$ cat src/rtl/register_file_writer.sv
// 32 x 32-bit register file with a pending-write scoreboard and a busy counter.
// Define WRITE_BYPASS_EN to forward same-cycle write-back data and pending state to the read ports.
module register_file_writer #(
  parameter int DATA_W = 32,
  parameter int ADDR_W = 5
) (
  input  logic              clk,
  input  logic              reset,
  input  logic              wr_en,
  input  logic [ADDR_W-1:0] wr_addr,
  input  logic [DATA_W-1:0] wr_data,
  input  logic              issue_en,
  input  logic [ADDR_W-1:0] issue_rd,
  input  logic [ADDR_W-1:0] rs1_addr,
  input  logic [ADDR_W-1:0] rs2_addr,
  output logic [DATA_W-1:0] rs1_data,
  output logic [DATA_W-1:0] rs2_data,
  output logic              rs1_pending,
  output logic              rs2_pending,
  output logic [ADDR_W:0]   busy_count
);

  localparam int NREGS = 1 << ADDR_W;

  logic [DATA_W-1:0] regs [NREGS];
  logic [NREGS-1:0]  pending;
  logic [NREGS-1:0]  pending_next;
  logic [NREGS-1:0]  wr_sel;
  logic [NREGS-1:0]  issue_sel;

  function automatic logic [ADDR_W:0] popcount(input logic [NREGS-1:0] v);
    logic [ADDR_W:0] c;
    c = '0;
    for (int i = 0; i < NREGS; i++) c = c + (ADDR_W+1)'(v[i]);
    return c;
  endfunction

  // Index 0 is never selected, so register 0 stays zero and never pends.
  always_comb begin
    wr_sel    = '0;
    issue_sel = '0;
    if (wr_en && wr_addr != '0)       wr_sel[wr_addr]     = 1'b1;
    if (issue_en && issue_rd != '0)   issue_sel[issue_rd] = 1'b1;
    // Issue is applied after the clear so a new producer wins over write-back.
    pending_next = (pending & ~wr_sel) | issue_sel;
  end

  always_ff @(posedge clk or posedge reset) begin
    if (reset) begin
      for (int i = 0; i < NREGS; i++) regs[i] <= '0;
      pending    <= '0;
      busy_count <= '0;
    end else begin
      for (int i = 0; i < NREGS; i++) begin
        if (wr_sel[i]) regs[i] <= wr_data;
      end
      pending    <= pending_next;
      busy_count <= popcount(pending_next);
    end
  end

  always_comb begin
    rs1_data    = (rs1_addr == '0) ? '0 : regs[rs1_addr];
    rs2_data    = (rs2_addr == '0) ? '0 : regs[rs2_addr];
    rs1_pending = (rs1_addr == '0) ? 1'b0 : pending[rs1_addr];
    rs2_pending = (rs2_addr == '0) ? 1'b0 : pending[rs2_addr];
`ifdef WRITE_BYPASS_EN
    // wr_sel is never set for index 0, so forwarding cannot disturb register 0.
    if (wr_sel[rs1_addr]) begin
      rs1_data    = wr_data;
      rs1_pending = issue_sel[rs1_addr];
    end
    if (wr_sel[rs2_addr]) begin
      rs2_data    = wr_data;
      rs2_pending = issue_sel[rs2_addr];
    end
`endif
  end

endmodule

$ cat config.mk
export PLATFORM = sky130hd
export DESIGN_NAME = register_file_writer
export DESIGN_NICKNAME = d
export VERILOG_FILES = /design/src/rtl/register_file_writer.sv
export SDC_FILE = /design/constraint.sdc
export NUM_CORES = 2
export LEC_CHECK = 0
export CORE_AREA = 5 5 317 319
export DETAILED_ROUTE_END_ITERATION = 6
export DIE_AREA = 0 0 322 324
export GPL_ROUTABILITY_DRIVEN = 1
export GPL_TIMING_DRIVEN = 1
export PLACE_DENSITY = 0.73
export SLEW_MARGIN = 20
export SYNTH_ARGS = -nofsm -noshare
export SYNTH_HDL_FRONTEND = slang
export SYNTH_SLANG_ARGS = --single-unit
export TNS_END_PERCENT = 5
$ cat constraint.sdc
create_clock -name clk -period 46 [get_ports clk]
set_input_delay 6.9 -clock clk [delete_from_list [all_inputs] [get_ports clk]]
set_output_delay 6.9 -clock clk [all_outputs]
set_load 0.02 [all_outputs]
==> impl_metrics.yaml <==
outcome:
  status: "complete, no violations"
timing:
  worst_slew_pin_slew_ns: 1.26
  setup_total_negative_slack_ns: 0
  rsz0062_at_grt: "false"
  setup_viol: 0
  fin_crit_sh: 0.397
  worst_clock_skew_ns: 0.00611
  post-route-worst-setup-slack_ns: 27.72
  clock.fmax_mhz: 54.7
  layout_min_cycle_time_ns: 18.28
  final.hold.worst_slack_ns: 0.395
  slew_viol_final: 0
  slew_headroom: 0.161
  finalHoldViolations: 0
yosys:
  synthesis.instances: 3854
  yosysTopAreaCell: "sky130_fd_sc_hd__dfrtp_1"
  proportion_of_synthesized_flip_flops_having_asynchronous_set_or_reset: 1.00
  ys_warns: 0
  syn_avg_cell_area_sq_um: 15.0
  yosys_most_used_dff: "sky130_fd_sc_hd__dfrtp_1"
  synthTopCellsByArea: "sky130_fd_sc_hd__dfrtp_1, sky130_fd_sc_hd__mux2_2, sky130_fd_sc_hd__mux4_2, sky130_fd_sc_hd__mux4_1, sky130_fd_sc_hd__mux2i_1"
  synth.net_count: 3941
  synth_seq_cells: 1062
  synth.yosys.seq_area_share: 0.459
  synth_edf_count: 0
  synth_top_cell_area_share: 0.459
  netlist-cell-type-count: 49
  syn_area_sq_mm: 0.0579
critical_path:
  worstPathBufferInverterCount: 4
  critical_path_required_ns: 39.10
  setup.worst_path.end_class: "output port"
  critPathArrivalTime_ns: 11.38
  cp_cell_sequence: "buf_8, buf_4, buf_4, mux2i_1, a221oi_1, o21ai_0, a311oi_1, clkdlybuf4s50_1"
  critical_path.max_fanout: 70
  critical_path.max_stage_delay_ns: 0.80
  worst_path_most_repeated_cell: "sky130_fd_sc_hd__buf_4"
  path_class: "input port to output port"
  critical-path-slowest-cell: "sky130_fd_sc_hd__buf_4"
  startpoint_type: "input port"
  crit_family: "buffers and inverters"
route:
  drcViolationCount: 0
  route.final.wire_length_um: 175000
  dr_total_vias: 37400
  drt_pre_antenna_iters: 6
  viasPerCell: 7.33
  ant_nets: 0
  avgRoutedWirePerCell_um: 34.3
  initialDrtViolationCount: 4241
die:
  ios: 128
  placementRows: 115
  start_util: 0.593
  core_area_sq_mm: 0.0976
  dieHeight_um: 324
  dieArea_sq_mm: 0.104
  die_w_um: 322
grt:
  initial_antenna_violation_count: 3
  via_count_of_the_first_global_routing_pass: 38300
  gr_overflow_total: 0
  grt_start_max_net_pins: 193
  grt_pass1_wl_um: 260000
  groute.usage.overall: 0.338
layout:
  finish.net_count: 3817
  fillers: 7103
  drive_gt1_frac: 0.468
  synthToLayoutAreaGrowth_pct: 8.25
  layout_commonest_cell: "sky130_fd_sc_hd__dfrtp_1"
  layout_common_cells: "sky130_fd_sc_hd__dfrtp_1, sky130_fd_sc_hd__mux2_2, sky130_fd_sc_hd__mux4_2"
  postLayoutCoreUtil: 0.642
  stdcell_area_sq_mm: 0.0626
  finalNonFillerCells: 5106
clock_tree:
  htree_levels: 3
  post_cts_resized: 0
  post_cts.repair.setup_buffers: 0
  tritoncts: "yes"
  cts_made_buffers: 111
  max-clock-path-buffers: 3
  ctsHoldBuffers: 0
  clk_root_buffer_cell: "sky130_fd_sc_hd__clkbuf_16"
  clock_transition_at_path_regs_ns: 0.06
  insertion_delay_of_the_later_clocked_pin_in_the_worst_skew_pair_ns: 0.69
  cts_sinks: 1062
place:
  postPlaceCellArea_sq_mm: 0.0590
  post-dp-hpwl_um: 89600
  dp.cells: 4903
  routabilityCongestion: 0.812
  place_worst_setup_slack_ns: 27.87
  buffer_ports.inserted: 127
power_and_ir_drop:
  leakage_nw: 27.4
  power.total_mw: 3.01
  power_density_mw_per_mm2: 48.1
  worst_ir_drop_on_vdd_uv: 272
job:
  max_cap_viol_count: 0
worst_hold_path:
  min_path_type: "flop to flop"
[logic make-up after synthesis]
| group | after synthesis | synth area share |
|---|---|---|
| buf+inv | 483 | 0.0463 |
| mux | 1652 | 0.412 |
| compound gates | 422 | 0.0533 |
| fa+ha+maj | 31 | 0.00982 |
| xor+xnor | 3 | 0.000454 |
| simple gates | 201 | 0.0188 |
| flops | 1062 | 0.459 |
[final cells by class]
cell class | count | area [sq um] | area share
Clock buffer | 161 | 3230 | 0.0515
Sequential cell | 1062 | 26600 | 0.424
Antenna cell | 2 | 5.00 | 0.0000799
Clock inverter | 39 | 388 | 0.00619
Timing Repair Buffer | 205 | 1910 | 0.0305
Tap cell | 1287 | 1610 | 0.0257
Multi-Input combinational cell | 2309 | 28800 | 0.459
Inverter | 41 | 166 | 0.00266
[registers in the layout, indices dropped and copies added, names as in the netlist]
name / flops
pending: 32
busy_count: 6
regs: 1024
[per-layer routing]
metal | vias to the layer above | part of all wire | routed length [um] | GRT usage
met1 | 20100 | 0.39 | 69100 | 0.476
met2 | 2133 | 0.46 | 80800 | 0.522
met3 | 503 | 0.094 | 16400 | 0.0669
met5 | - | 0.000029 | 5 | 0
met4 | 2 | 0.050 | 8720 | 0.144
li1 | 14700 | - | - | -
[worst register-to-register path, stage by stage (launching register included)]
cell and delay, ns:
sky130_fd_sc_hd__dfrtp_1 0.39, sky130_fd_sc_hd__o21ai_0 0.08, sky130_fd_sc_hd__nand2_1 0.13, sky130_fd_sc_hd__fa_1 0.55
sky130_fd_sc_hd__inv_1 0.05, sky130_fd_sc_hd__fa_1 0.52, sky130_fd_sc_hd__fa_1 0.47, sky130_fd_sc_hd__fa_1 0.51
sky130_fd_sc_hd__fa_1 0.54, sky130_fd_sc_hd__fa_1 0.43, sky130_fd_sc_hd__inv_1 0.07, sky130_fd_sc_hd__ha_1 0.17
sky130_fd_sc_hd__inv_1 0.07, sky130_fd_sc_hd__fa_1 0.45, sky130_fd_sc_hd__inv_1 0.07, sky130_fd_sc_hd__a21o_1 0.11
sky130_fd_sc_hd__a21oi_1 0.08, sky130_fd_sc_hd__xnor2_1 0.13
[cells in the mapped netlist, drive strengths merged, types with 17 or more instances]
cell type,count
buf,258
a22o,17
a221oi,47
nand2,77
o21ai,116
o2111ai,19
fa,24
nor2,21
inv,41
mux2,1058
mux2i,132
nor2b,73
a22oi,86
clkbuf,184
a211oi,66
a311oi,66
mux4,462
dfrtp,1062
[worst paths after layout]
| kind | cells past startpoint | start | endpoint | slack (ns) |
|---|---|---|---|---|
| max | 8 | rs2_addr[2] | rs2_data[1] | 27.72 |
| min | 0 | regs[1000] | regs[1000] | 0.40 |
| max reg2reg | 17 | pending[23] | busy_count[4] | 41.04 |
| min reg2reg | 0 | regs[1000] | regs[1000] | 0.40 |
| max in group asynchronous | 6 | reset | regs[566] | 35.88 |
| min in group asynchronous | 2 | reset | busy_count[5] | 6.72 |
[power by group]
part           leakage [nW]  switching [mW]  internal, mW
sequential             13.6           0.133          1.12
clock                  1.79           0.385         0.513
combinational          12.0           0.384         0.474
No activity file was read; power rests on OpenSTA's default activity.
